==> src/rtl/io_control_unit_pkg.sv <==
// Package cpu_ctrl_pkg: shared definitions for the I/O control sequencer.
//   - state_e   : 4-bit sequencer state encoding
//   - OPC_*     : 5-bit opcodes handled by this unit (in, out, nop, halt)
//   - OP_NONE   : ALU operation code meaning "no ALU activity"
//   - RC_/LD_/SC_ bit indices into reg_ctl, ld_ctl and src_ctl
package cpu_ctrl_pkg;

    typedef enum logic [3:0] {
        ST_RST  = 4'd0,
        ST_T0   = 4'd1,
        ST_T1   = 4'd2,
        ST_T2   = 4'd3,
        ST_T3   = 4'd4,
        ST_HALT = 4'd5
    } state_e;

    localparam logic [4:0] OPC_IN   = 5'b10110;
    localparam logic [4:0] OPC_OUT  = 5'b10111;
    localparam logic [4:0] OPC_NOP  = 5'b11010;
    localparam logic [4:0] OPC_HALT = 5'b11011;

    localparam logic [4:0] OP_NONE  = 5'b00000;

    localparam int RC_W = 7;
    localparam int LD_W = 13;
    localparam int SC_W = 8;

    // reg_ctl = {Gra,Grb,Grc,Rin,Rout,BAout,CON_in}
    localparam int RC_GRA    = 6;
    localparam int RC_GRB    = 5;
    localparam int RC_GRC    = 4;
    localparam int RC_RIN    = 3;
    localparam int RC_ROUT   = 2;
    localparam int RC_BAOUT  = 1;
    localparam int RC_CONIN  = 0;

    // ld_ctl = {MARin,Zlowin,Zhighin,PCin,MDRin,IRin,Yin,LOin,HIin,OutPortin,IncPC,read,write}
    localparam int LD_MARIN  = 12;
    localparam int LD_ZLOWIN = 11;
    localparam int LD_ZHIIN  = 10;
    localparam int LD_PCIN   = 9;
    localparam int LD_MDRIN  = 8;
    localparam int LD_IRIN   = 7;
    localparam int LD_YIN    = 6;
    localparam int LD_LOIN   = 5;
    localparam int LD_HIIN   = 4;
    localparam int LD_OUTPIN = 3;
    localparam int LD_INCPC  = 2;
    localparam int LD_READ   = 1;
    localparam int LD_WRITE  = 0;

    // src_ctl = {HIout,LOout,ZHIout,ZLOout,PCout,MDRout,Inportout,Cout}
    localparam int SC_HIOUT  = 7;
    localparam int SC_LOOUT  = 6;
    localparam int SC_ZHIOUT = 5;
    localparam int SC_ZLOOUT = 4;
    localparam int SC_PCOUT  = 3;
    localparam int SC_MDROUT = 2;
    localparam int SC_INPOUT = 1;
    localparam int SC_COUT   = 0;

endpackage

==> src/rtl/io_control_unit_if.sv <==
// Interface io_control_unit_if: control-unit <-> datapath bus signals.
//   ir, in_valid, out_ready               : datapath/port inputs to the sequencer
//   reg_ctl, ld_ctl, src_ctl, operation   : bus strobes produced by the sequencer
//   run, illegal_op, io_timeout           : status outputs
// Modports: master = control unit (drives strobes), slave = datapath side.
interface io_control_unit_if
    import cpu_ctrl_pkg::*;
#(
    parameter int IR_W = 32
);
    logic [IR_W-1:0] ir;
    logic            in_valid;
    logic            out_ready;
    logic [RC_W-1:0] reg_ctl;
    logic [LD_W-1:0] ld_ctl;
    logic [SC_W-1:0] src_ctl;
    logic [4:0]      operation;
    logic            run;
    logic            illegal_op;
    logic            io_timeout;

    modport master (
        input  ir, in_valid, out_ready,
        output reg_ctl, ld_ctl, src_ctl, operation, run, illegal_op, io_timeout
    );

    modport slave (
        output ir, in_valid, out_ready,
        input  reg_ctl, ld_ctl, src_ctl, operation, run, illegal_op, io_timeout
    );
endinterface

==> src/rtl/io_control_unit_decode.sv <==
// Module io_opcode_decode: combinational opcode classifier for the T3 step.
//   ir_i          : current IR contents; opcode is the top 5 bits
//   is_in_o       : opcode is in
//   is_out_o      : opcode is out
//   is_nop_o      : opcode is nop
//   is_halt_o     : opcode is halt
//   is_illegal_o  : opcode is none of the above
module io_opcode_decode
    import cpu_ctrl_pkg::*;
#(
    parameter int IR_W = 32
) (
    input  logic [IR_W-1:0] ir_i,
    output logic            is_in_o,
    output logic            is_out_o,
    output logic            is_nop_o,
    output logic            is_halt_o,
    output logic            is_illegal_o
);
    logic [4:0] opc;
    logic       unused_ir;

    assign opc       = ir_i[IR_W-1 -: 5];
    // Operand fields belong to later instruction classes.
    assign unused_ir = ^ir_i[IR_W-6:0];

    assign is_in_o      = (opc == OPC_IN);
    assign is_out_o     = (opc == OPC_OUT);
    assign is_nop_o     = (opc == OPC_NOP);
    assign is_halt_o    = (opc == OPC_HALT);
    assign is_illegal_o = ~(is_in_o | is_out_o | is_nop_o | is_halt_o);
endmodule

==> src/rtl/io_control_unit.sv <==
// Module io_control_unit: Moore control sequencer for fetch (T0-T2) and the
// I/O execute step (T3) of in, out, nop and halt.
//   clock : system clock, rising edge
//   clear : asynchronous active-high reset (state -> RST, all outputs 0)
//   bus   : io_control_unit_if.master (ir/in_valid/out_ready in; strobes and status out)
// Optional feature macro: IO_HANDSHAKE_EN
//   defined   : T3 of in/out waits for in_valid/out_ready, bounded by TIMEOUT
//               wait cycles, after which io_timeout pulses and the step is abandoned.
//   undefined : T3 is always one cycle, handshake inputs ignored, io_timeout = 0.
module io_control_unit
    import cpu_ctrl_pkg::*;
#(
    parameter int IR_W    = 32,
    parameter int TIMEOUT = 255
) (
    input  logic              clock,
    input  logic              clear,
    io_control_unit_if.master bus
);
    state_e state_q;

    logic is_in, is_out, is_nop, is_halt, is_illegal;

    io_opcode_decode #(.IR_W(IR_W)) u_dec (
        .ir_i         (bus.ir),
        .is_in_o      (is_in),
        .is_out_o     (is_out),
        .is_nop_o     (is_nop),
        .is_halt_o    (is_halt),
        .is_illegal_o (is_illegal)
    );

    // in_go/out_go: the I/O strobes may fire this cycle.
    // hs_expired: the handshake wait has run out in this cycle.
    logic in_go, out_go, hs_wait, hs_expired;

`ifdef IO_HANDSHAKE_EN
    localparam logic [7:0] TMO = TIMEOUT[7:0];
    logic [7:0] wait_cnt_q;

    assign in_go      = bus.in_valid;
    assign out_go     = bus.out_ready;
    assign hs_wait    = (is_in & ~bus.in_valid) | (is_out & ~bus.out_ready);
    assign hs_expired = hs_wait & (wait_cnt_q == TMO);
`else
    logic unused_hs;

    assign in_go      = 1'b1;
    assign out_go     = 1'b1;
    assign hs_wait    = 1'b0;
    assign hs_expired = 1'b0;
    assign unused_hs  = bus.in_valid ^ bus.out_ready ^ is_nop;
`endif

    always_ff @(posedge clock or posedge clear) begin
        if (clear) begin
            state_q <= ST_RST;
`ifdef IO_HANDSHAKE_EN
            wait_cnt_q <= '0;
`endif
        end else begin
            case (state_q)
                ST_RST: state_q <= ST_T0;
                ST_T0:  state_q <= ST_T1;
                ST_T1:  state_q <= ST_T2;
                ST_T2: begin
                    state_q <= ST_T3;
`ifdef IO_HANDSHAKE_EN
                    wait_cnt_q <= '0;
`endif
                end
                ST_T3: begin
                    if (is_halt) begin
                        state_q <= ST_HALT;
                    end else if (hs_wait && !hs_expired) begin
                        // Hold in T3 while the port is not ready.
`ifdef IO_HANDSHAKE_EN
                        wait_cnt_q <= wait_cnt_q + 8'd1;
`endif
                        state_q <= ST_T3;
                    end else begin
                        state_q <= ST_T0;
                    end
                end
                ST_HALT: state_q <= ST_HALT;
                default: state_q <= ST_RST;
            endcase
        end
    end

    // Output decode: pure function of state (plus ir/handshake in T3), so the
    // async clear forces every strobe low through state_q = RST.
    logic [RC_W-1:0] reg_c;
    logic [LD_W-1:0] ld_c;
    logic [SC_W-1:0] src_c;
    logic            run_c, ill_c, tmo_c;

    always_comb begin
        reg_c = '0;
        ld_c  = '0;
        src_c = '0;
        run_c = 1'b0;
        ill_c = 1'b0;
        tmo_c = 1'b0;
        case (state_q)
            ST_T0: begin
                run_c             = 1'b1;
                src_c[SC_PCOUT]   = 1'b1;
                ld_c[LD_MARIN]    = 1'b1;
                ld_c[LD_INCPC]    = 1'b1;
                ld_c[LD_ZLOWIN]   = 1'b1;
            end
            ST_T1: begin
                run_c             = 1'b1;
                src_c[SC_ZLOOUT]  = 1'b1;
                ld_c[LD_PCIN]     = 1'b1;
                ld_c[LD_MDRIN]    = 1'b1;
                ld_c[LD_READ]     = 1'b1;
            end
            ST_T2: begin
                run_c             = 1'b1;
                src_c[SC_MDROUT]  = 1'b1;
                ld_c[LD_IRIN]     = 1'b1;
            end
            ST_T3: begin
                run_c = 1'b1;
                if (is_in && in_go) begin
                    reg_c[RC_GRA]    = 1'b1;
                    reg_c[RC_RIN]    = 1'b1;
                    src_c[SC_INPOUT] = 1'b1;
                end
                if (is_out && out_go) begin
                    reg_c[RC_GRA]    = 1'b1;
                    reg_c[RC_ROUT]   = 1'b1;
                    ld_c[LD_OUTPIN]  = 1'b1;
                end
                ill_c = is_illegal;
                tmo_c = hs_expired;
            end
            default: ;
        endcase
    end

    assign bus.reg_ctl    = reg_c;
    assign bus.ld_ctl     = ld_c;
    assign bus.src_ctl    = src_c;
    assign bus.operation  = OP_NONE;
    assign bus.run        = run_c;
    assign bus.illegal_op = ill_c;
    assign bus.io_timeout = tmo_c;
endmodule

==> src/flat_wrapper.sv <==
// flat-port wrapper written by rule: the top's interface ports become plain ports
module io_control_unit_flat import cpu_ctrl_pkg::*;
#(
    parameter int IR_W    = 32,
    parameter int TIMEOUT = 255
)
  (clock, clear, bus_ir, bus_in_valid, bus_out_ready, bus_reg_ctl, bus_ld_ctl, bus_src_ctl, bus_operation, bus_run, bus_illegal_op, bus_io_timeout);
  io_control_unit_if #(.IR_W(IR_W)) bus_i ();
  input  logic clock;
  input  logic clear;
  input wire logic [$bits(bus_i.ir)-1:0] bus_ir;
  input wire logic [$bits(bus_i.in_valid)-1:0] bus_in_valid;
  input wire logic [$bits(bus_i.out_ready)-1:0] bus_out_ready;
  output wire logic [$bits(bus_i.reg_ctl)-1:0] bus_reg_ctl;
  output wire logic [$bits(bus_i.ld_ctl)-1:0] bus_ld_ctl;
  output wire logic [$bits(bus_i.src_ctl)-1:0] bus_src_ctl;
  output wire logic [$bits(bus_i.operation)-1:0] bus_operation;
  output wire logic [$bits(bus_i.run)-1:0] bus_run;
  output wire logic [$bits(bus_i.illegal_op)-1:0] bus_illegal_op;
  output wire logic [$bits(bus_i.io_timeout)-1:0] bus_io_timeout;
  assign bus_i.ir = bus_ir;
  assign bus_i.in_valid = bus_in_valid;
  assign bus_i.out_ready = bus_out_ready;
  assign bus_reg_ctl = bus_i.reg_ctl;
  assign bus_ld_ctl = bus_i.ld_ctl;
  assign bus_src_ctl = bus_i.src_ctl;
  assign bus_operation = bus_i.operation;
  assign bus_run = bus_i.run;
  assign bus_illegal_op = bus_i.illegal_op;
  assign bus_io_timeout = bus_i.io_timeout;
  io_control_unit #(.IR_W(IR_W), .TIMEOUT(TIMEOUT)) u_core (.clock(clock), .clear(clear), .bus(bus_i));
endmodule
==> config.mk <==
export PLATFORM = sky130hd
export DESIGN_NAME = io_control_unit_flat
export DESIGN_NICKNAME = d
export VERILOG_FILES = /design/src/rtl/io_control_unit_pkg.sv /design/src/rtl/io_control_unit_if.sv /design/src/rtl/io_control_unit_decode.sv /design/src/rtl/io_control_unit.sv /design/src/flat_wrapper.sv
export SDC_FILE = /design/constraint.sdc
export NUM_CORES = 1
export LEC_CHECK = 0
export BUFFER_PORTS_ARGS = -buffer_cell sky130_fd_sc_hd__buf_2
export CAP_MARGIN = 10
export CORE_UTILIZATION = 25
export DETAILED_ROUTE_END_ITERATION = 10
export GPL_TIMING_DRIVEN = 0
export PLACE_DENSITY = 0.84
export SYNTH_ARGS = -nofsm -noshare
export SYNTH_HDL_FRONTEND = slang
export SYNTH_SLANG_ARGS = --single-unit
export TNS_END_PERCENT = 30
==> constraint.sdc <==
create_clock -name clock -period 1.1 [get_ports clock]
set_input_delay 0.11 -clock clock [delete_from_list [all_inputs] [get_ports clock]]
set_output_delay 0.11 -clock clock [all_outputs]
set_load 0.01 [all_outputs]
==> impl_metrics.env <==
export IMPL_worstSetupStartpointType="flop"
export IMPL_final_setup_skew_ns=0.000245
export IMPL_outcome="finished, violations left"
export IMPL_synth_top_area_share_pct=44.9
export IMPL_ys_seq_area_share_pct=16.0
export IMPL_yosysWarnings=0
export IMPL_clk_pin_slew_worst_paths_ns=0.04
export IMPL_reg2reg_depth=5
export IMPL_die_area_sq_um=2050
export IMPL_top_regs="u_core.state_q x3"
export IMPL_p_int_mw=1.22
export IMPL_hold_path_depth=3
export IMPL_num_antenna_cells=0
export IMPL_synth_area_top_cells="buf_4, dfrtp_1, nand4b_4"
export IMPL_final_cells=136
export IMPL_final_area_sq_um=916
export IMPL_clk_latency_ns=0.23
export IMPL_syn_to_final_growth_pct=95.7
export IMPL_finalSetupViolCount=18
export IMPL_grt_max_degree=9
export IMPL_p_per_area_nw_per_um2=2150
export IMPL_crit_arrival_ns=1.41
export IMPL_gp_congestion=0.615
export IMPL_swShare_pct=38.2
export IMPL_dp_hpwl_microns=837
export IMPL_antenna_found_initial=0
export IMPL_cts_root_buf="clkbuf_4"
export IMPL_maxCapViolations=0
export IMPL_synth_largest_area_cell="buf_4"
export IMPL_largest_register="u_core.state_q"
export IMPL_place_ws_ns=-0.269
export IMPL_cts_tree="done"
export IMPL_setup_tns_ns=-5.61
export IMPL_hp_class="in2reg"
export IMPL_rsz0062_at_grt="yes"
export IMPL_hp_start="bus_ir[30]"
export IMPL_largest_reg_flops=3
export IMPL_total_power_mw=1.97
export IMPL_hold_violations=0
export IMPL_viasPerCell=3.32
export IMPL_layout_worst_path_cycle_share_pct=138
export IMPL_timing_rr_start="u_core.state_q[1]"
export IMPL_core_area_sq_um=1750
export IMPL_crit_path_end_kind="output port"
export IMPL_cp_slowest_cell="or3b_4"
export IMPL_pwr_share_seq_pct=10.0
export IMPL_globalRouteOverflowTotal=0
export IMPL_die_h_microns=45.3
export IMPL_dp_cells=123
export IMPL_ys_seq_elements=3
export IMPL_synth_area_sq_um=468
export IMPL_p_sw_uw=752
export IMPL_first_global_vias=360
export IMPL_fin_nets=148
export IMPL_drc_errors=0
export IMPL_critPathTopFamily="simple AND/OR/NAND/NOR gates"
export IMPL_grtUsageTotal_pct=9.76
export IMPL_synth_avg_cell_area_sq_um=8.21
export IMPL_wl_per_cell_microns=8.18
export IMPL_p_leak_nw=0.542
export IMPL_reg2reg_to="u_core.state_q[2]"
export IMPL_grt_pass1_wl_microns=1450
export IMPL_rows=15
export IMPL_fin_ws_ns=-0.416
export IMPL_ctsLongestPathBuffers=2
export IMPL_fmax_mhz=660
export IMPL_violations="setup timing"
export IMPL_cts_made_buffers=3
export IMPL_placed_area_sq_um=716
export IMPL_ys_types=19
export IMPL_cp_max_fo=3
export IMPL_path_buf_inv=2
export IMPL_port_buffers=23
export IMPL_ff2ff_setup_slack_ns=-0.05
export IMPL_max_vdd_ir_drop_mv=1.23
export IMPL_crit_type="reg2out"
export IMPL_wl_microns=1110
export IMPL_first_pass_iters=2
export IMPL_start_util_pct=26.8
export IMPL_required_ns=0.99
export IMPL_io_pins=72
export IMPL_maxSlewViolCount=0
export IMPL_synthCells=57
export IMPL_slowest_delay_ns=0.43
export IMPL_drtIter0Drc=4
export IMPL_holdPathEnd="u_core.state_q[2]"
export IMPL_drive_gt1_share_pct=67.6
export IMPL_min_period_ns=1.52
export IMPL_combPwrFrac_pct=80.5
export IMPL_vias=451
export IMPL_clock_sinks=3
export IMPL_die_x_microns=45.3
export IMPL_final_antenna_net_count=0
export IMPL_post_route_util_pct=52.5
export IMPL_htree_levels=1
export IMPL_cp_cell_sequence="or3b_4 > nor3_4 > buf_4 > buf_6"
export IMPL_holdWs_ns=0.191
export IMPL_pwr_share_clk_pct=9.5
-- synth_stat cells --
cell type / number
or3b_4: 1
o22ai_1: 1
buf_4: 28
nand2b_1: 1
nor2_1: 5
buf_2: 2
conb_1: 1
o211a_1: 1
o2bb2ai_1: 1
nand4b_4: 1
nand3b_1: 1
nand2_1: 1
or2b_1: 1
dfrtp_1: 3
inv_1: 3
xor2_1: 1
a21boi_0: 1
nor3_2: 2
xnor2_1: 2
-- cell type report --
| cell class | count | area [sq um] |
|---|---|---|
| inverter | 3 | 11.3 |
| buffer | 30 | 248 |
| timing repair buffer | 32 | 235 |
| clock buffer | 4 | 26.3 |
| multi-input combinational | 39 | 289 |
| sequential | 3 | 75.1 |
| tap | 25 | 31.3 |
| fill | 161 | 830 |
-- worst register-to-register path: cells and delay by family, from the launching register on --
family	cells	cell delay (ns)
buffers and inverters	3	0.40
DFF	1	0.36
and+or+nand+nor	1	0.22
AOI/OAI and AO/OA	1	0.09
-- power by group through the flow --
stage / logic [mW] / registers, mW / clock network [mW]
after floorplan: 0.785 / 0.193 / 0
after global placement: 1.02 / 0.201 / 0
after detailed placement: 1.04 / 0.206 / 0
after CTS: 1.19 / 0.192 / 0.196
after global routing: 1.70 / 0.203 / 0.206
final: 1.58 / 0.196 / 0.188
-- layer usage --
metal / wire, microns / GRT usage (%)
met2: 657 / 19.4
met4: 0 / 5.45
met1: 407 / 9.18
met5: 0 / 0
met3: 47 / 1.60
-- cell families after synthesis --
logic type | synth area share [%]
AND/OR/NAND/NOR | 21.1
flip-flops | 16.0
AO/OA/AOI/OAI | 6.95
buffers and inverters | 49.5
XOR/XNOR | 5.62
other | 0.801
-- placed cells by master (no fill, tap or decap), types with 2 or more instances in the layout --
cell and n:
conb_1 19, inv_1 3, dfrtp_1 3, nor3_4 2, buf_2 15, buf_4 32, xnor2_1 2, nor2_4 4
clkbuf_4 3, buf_6 14
-- worst max-delay path by stage --
stage | from | endpoint | slack (ns) | depth (start not counted)
floorplan | u_core.state_q[0] | bus_src_ctl[1] | -0.17 | 3
global placement | u_core.state_q[0] | bus_reg_ctl[2] | -0.23 | 4
detailed placement | u_core.state_q[0] | bus_reg_ctl[2] | -0.27 | 4
CTS | u_core.state_q[0] | bus_reg_ctl[2] | -0.43 | 4
global route | u_core.state_q[0] | bus_reg_ctl[2] | -0.48 | 4
finish | u_core.state_q[0] | bus_src_ctl[1] | -0.42 | 4
-- what timing repair did --
action	in CTS	in global routing
pin swaps	2	4
hold buffers	1	0
buffers inserted	2	6
endpoints found under the setup margin	17	19
gates resized for setup	11	14
hold endpoints to repair	3	0
(Power assumes the default switching activity.)
